==> src/rtl/kbd_pkg.sv <==
// kbd_pkg: shared frame geometry and idle values for the keyboard SPI link
package kbd_pkg;
  localparam int FRAME_BITS = 48;
  localparam int ROWS = 8;
  localparam int COLS = 5;
  localparam logic [ROWS*COLS-1:0] KEYS_RELEASED = 40'hFF_FFFF_FFFF;
  localparam logic [7:0] JOY_IDLE = 8'h00;
  typedef logic [ROWS*COLS-1:0] matrix_t;
endpackage

==> src/rtl/kbd_spi_sync.sv <==
// kbd_spi_sync: 2-flop synchroniser with rise/fall detect on the synchronised level
module kbd_spi_sync #(
  parameter logic RST_VAL = 1'b0
) (
  input  logic CLK_14MHZ,
  input  logic CPU_RESET,
  input  logic d,
  output logic q,
  output logic rise,
  output logic fall
);
  logic s1, prev;
  always_ff @(posedge CLK_14MHZ or negedge CPU_RESET)
    if (!CPU_RESET) {s1, q, prev} <= {3{RST_VAL}};
    else {s1, q, prev} <= {d, s1, q};
  assign rise = q & ~prev;
  assign fall = ~q & prev;
endmodule

==> src/rtl/kbd_spi_receiver.sv <==
// kbd_spi_receiver: SPI slave that latches 48-bit key-matrix/joystick frames and serves port #FE
module kbd_spi_receiver
  import kbd_pkg::*;
#(
  parameter int WDT_BITS = 20
) (
  input  logic       CLK_14MHZ,
  input  logic       CPU_RESET,
  input  logic       KBD_CLK,
  input  logic       KBD_CS,
  input  logic       KBD_DI,
  input  logic [7:0] A_HI,
  output logic [4:0] KD,
  output logic [7:0] JOY,
  output logic       FRAME_OK,
  output logic       FRAME_ERR,
  output logic       LINK_OK
);
  logic clk_s, clk_rise, clk_fall, cs_s, cs_rise, cs_fall, unused_clk;
  logic hit, commit, armed;
  logic [1:0] di_q, rdy;
  logic [FRAME_BITS-1:0] shreg;
  logic [5:0] cnt;
  logic [WDT_BITS-1:0] wdt;
  matrix_t matrix;
  kbd_spi_sync #(.RST_VAL(1'b0)) u_clk (
    .CLK_14MHZ(CLK_14MHZ), .CPU_RESET(CPU_RESET), .d(KBD_CLK),
    .q(clk_s), .rise(clk_rise), .fall(clk_fall)
  );
  kbd_spi_sync #(.RST_VAL(1'b1)) u_cs (
    .CLK_14MHZ(CLK_14MHZ), .CPU_RESET(CPU_RESET), .d(KBD_CS),
    .q(cs_s), .rise(cs_rise), .fall(cs_fall)
  );
  assign unused_clk = clk_s & clk_fall;
  // The synchroniser's reset value of CS is not a real observation, so edges are
  // ignored until CS has been seen high through a filled synchroniser.
  assign hit = armed & cs_rise;
  assign commit = hit & (cnt == 6'(FRAME_BITS));
  always_ff @(posedge CLK_14MHZ or negedge CPU_RESET)
    if (!CPU_RESET) begin
      di_q      <= '0;
      rdy       <= '0;
      armed     <= 1'b0;
      shreg     <= '0;
      cnt       <= '0;
      matrix    <= KEYS_RELEASED;
      JOY       <= JOY_IDLE;
      FRAME_OK  <= 1'b0;
      FRAME_ERR <= 1'b0;
      LINK_OK   <= 1'b0;
      wdt       <= '0;
    end else begin
      di_q      <= {di_q[0], KBD_DI};
      rdy       <= {rdy[0], 1'b1};
      armed     <= armed | (rdy[1] & cs_s);
      FRAME_OK  <= commit;
      FRAME_ERR <= hit & ~commit;
      if (armed & cs_fall) cnt <= '0;
      else if (armed & ~cs_s & clk_rise) begin
        shreg <= {shreg[FRAME_BITS-2:0], di_q[1]};
        cnt   <= cnt + {5'd0, ~&cnt};
      end
      if (commit) begin
        matrix  <= shreg[FRAME_BITS-1:8];
        JOY     <= shreg[7:0];
        LINK_OK <= 1'b1;
        wdt     <= '0;
      end else if (&wdt) begin
        matrix  <= KEYS_RELEASED;
        JOY     <= JOY_IDLE;
        LINK_OK <= 1'b0;
      end else wdt <= wdt + WDT_BITS'(1);
    end
  always_comb begin
    KD = '1;
    for (int r = 0; r < ROWS; r++) KD &= matrix[r*COLS +: COLS] | {COLS{A_HI[r]}};
  end
endmodule
==> config.mk <==
export PLATFORM = sky130hd
export DESIGN_NAME = kbd_spi_receiver
export DESIGN_NICKNAME = d
export VERILOG_FILES = /design/src/rtl/kbd_pkg.sv /design/src/rtl/kbd_spi_sync.sv /design/src/rtl/kbd_spi_receiver.sv
export SDC_FILE = /design/constraint.sdc
export NUM_CORES = 1
export LEC_CHECK = 0
export ABC_CLOCK_PERIOD_IN_PS = 1750
export CAP_MARGIN = 25
export CORE_UTILIZATION = 52
export DETAILED_ROUTE_END_ITERATION = 6
export GPL_ROUTABILITY_DRIVEN = 0
export PLACE_DENSITY = 0.73
export SYNTH_ARGS = -nofsm -noshare
export SYNTH_HDL_FRONTEND = slang
export SYNTH_SLANG_ARGS = --single-unit
==> constraint.sdc <==
create_clock -name CLK_14MHZ -period 1.75 [get_ports CLK_14MHZ]
set_input_delay 0.2625 -clock CLK_14MHZ [delete_from_list [all_inputs] [get_ports CLK_14MHZ]]
set_output_delay 0.2625 -clock CLK_14MHZ [all_outputs]
set_load 0.01 [all_outputs]
==> impl_metrics.tcl <==
set metrics [dict create \
    outcome "finished with violations" \
    failed_checks "setup timing" \
    drtAntennaViolNets 0 \
    synthCells 417 \
    finalSetupViolations 5 \
    yosysTopAreaCell "dfrtp_1" \
    ys_top_cells_by_count "dfrtp_1, mux2_2, dfstp_2" \
    endpoint_kind "output pin" \
    grt_antenna_before_repair 0 \
    maxCapViolCount 0 \
    clockBufferDepth 2 \
    initial_core_util_pct 54.1 \
    drtIter0Drc 164 \
    dpl_cell_area_mm2 0.00631 \
    yosysTopAreaCellShare_pct 41.1 \
    cts_tree "built" \
    min_path_cells 1 \
    placedCellCount 597 \
    synthDistinctLibCells 53 \
    min_path_type "in2reg" \
    drv_slew 0 \
    worstPathBufferInverterCount 1 \
    path_cells "o22ai_1 -> nor4_2 -> buf_2" \
    async_flop_share_pct 100 \
    dieArea_mm2 0.0113 \
    yosysMostFrequentCell "dfrtp_1" \
    p_total_mw 6.79 \
    dr.pass1.iters 4 \
    clkSinkCount 136 \
    rows 37 \
    fmax_mhz 517 \
    worst_pin_slew_ns 0.521 \
    cp_num_cells 3 \
    synth_fp_nets 433 \
    synth_warnings 0 \
    required_ns 1.49 \
    slew_headroom_pct 65.0 \
    layout_setup_ws_ns -0.185 \
    synth_edf_count 0 \
    cts_max_level 4 \
    startpoint_type "flip-flop" \
    avgRoutedWirePerCell_um 18.5 \
    synthTopCellsByArea "dfrtp_1, dfstp_2, mux2_2" \
    clk_latency_ns 0.52 \
    core_mm2 0.0105 \
    period_share_pct 111 \
    cp.arrival_ns 1.67 \
    synth_seq_area_share_pct 61.0 \
    power_density_mw_per_mm2 966 \
    io_pins 29 \
    cts-root-buf "clkbuf_8" \
    path_class "reg2out" \
    rsz0062_at_grt "yes" \
    cp-startpoint "matrix[5]" \
    hold_viol 0 \
    rr_startpoint "wdt[0]" \
    dieHeight_um 106 \
    ys_ff_latch 136 \
    grt_pass1_vias 3903 \
    cts_buffers 17 \
    slowest_delay_ns 0.55 \
    rr_worst_depth 6 \
    synthesis.area_per_instance_um2 13.6 \
    drc 0 \
    layout-drive-gt1-share_pct 40.6 \
    yosys_most_used_dff "dfrtp_1" \
    n_antenna_cell 0 \
    path_max_fanout 2 \
    grt_use_total_pct 22.9 \
    grt_overflow 0 \
    vias_per_cell 5.93 \
    dp_hpwl_um 7660 \
    grt_pass1_wl_um 19600 \
    min-delay-start "KBD_CS" \
    finClkSkew_ns 0.00818 \
    final_cells 636 \
    grt_start_max_net_pins 54 \
    vias 3771 \
    syn2layout_area_growth_pct 24.1 \
    netlist_area_mm2 0.00566 \
    critical_path.top_delay_family "flip-flops" \
    fin_crit_ns 1.93 \
    crit_path_top_delay_cell "dfstp_2" \
    nets 503 \
    path_clk_slew_ns 0.06 \
    io_buffers 28 \
    ir_drop_mv 0.789 \
    wl_um 11800 \
    leakagePower_nw 3.11 \
    fin_util_pct 67.2 \
    design_area_mm2 0.00703 \
    die_w_um 106 \
]
[metal layers]
layer / vias to the layer above / global-route usage [%] / part of all wire, %
met2: 90 / 34.6 / 48
met3: 24 / 7.48 / 4.4
met1: 1926 / 29.6 / 45
met4: 0 / 11.7 / 2.7
met5: - / 0 / 0
li1: 1731 / - / -
[where the power goes]
part | switching (mW) | internal, mW
sequential | 0.0356 | 3.21
clock | 1.34 | 1.98
combinational | 0.122 | 0.106
[cell families after synthesis]
family                     synth area share [%]
DFF                                        61.0
AOI/OAI and AO/OA                          15.3
xor gates and xnor gates                  0.464
adders and majority gates                 0.663
muxes                                      10.6
and+or+nand+nor                            8.46
buffers and inverters                      3.36
other                                    0.0662
[flip-flops by register name, summed over array words and instances, names as in the netlist, 2 cells and up]
signal,count
JOY,8
cnt,6
di_q,2
matrix,40
rdy,2
shreg,48
wdt,20
[layout make-up]
type | instances | area (um2)
sequential | 136 | 3460
clock buffer | 20 | 445
tap | 136 | 170
fill | 777 | 3430
multi-input combinational | 253 | 2140
inverter | 6 | 22.5
timing repair buffer | 73 | 676
clock inverter | 12 | 116
[cells in the final DEF, fill, tap and decap left out, types with 8 or more instances in the layout]
cell,instances
dfrtp_1,92
mux2_2,48
dfstp_2,43
o22a_1,40
buf_4,37
clkdlybuf4s50_1,22
nand2_1,19
o22ai_1,17
clkbuf_16,16
nor2_1,11
a22o_1,11
nand3_1,8
a21oi_1,8
[path summary, 6_finish.rpt]
kind                               to  slack, ns
hold reg to reg                rdy[1]       0.35
setup / recovery                KD[0]      -0.18
hold / removal                u_cs.s1       0.15
setup reg to reg               wdt[2]       0.06
max in group asynchronous  matrix[32]       0.82
min in group asynchronous   shreg[40]       0.29
[repair_timing]
action	in CTS	in global routing
hold buffers	1	0
cloned	1	0
setup endpoints to repair	56	52
pin swaps	27	6
setup buffers	2	5
gates resized for setup	32	16
endpoints found under the hold margin	27	0
[through the flow]
step / worst slack [ns] / TNS (ns) / hold WS [ns]
after floorplan: -0.00143 / -0.0571 / -0.0331
final: -0.185 / -0.688 / 0.151
after global placement: -0.310 / -1.47 / 0.237
after detailed placement: -0.344 / -2.67 / 0.243
after global routing: -0.237 / -1.07 / 0.125
after CTS: -0.178 / -2.22 / 0.116
Note: power is estimated with default switching activity, not from simulation.
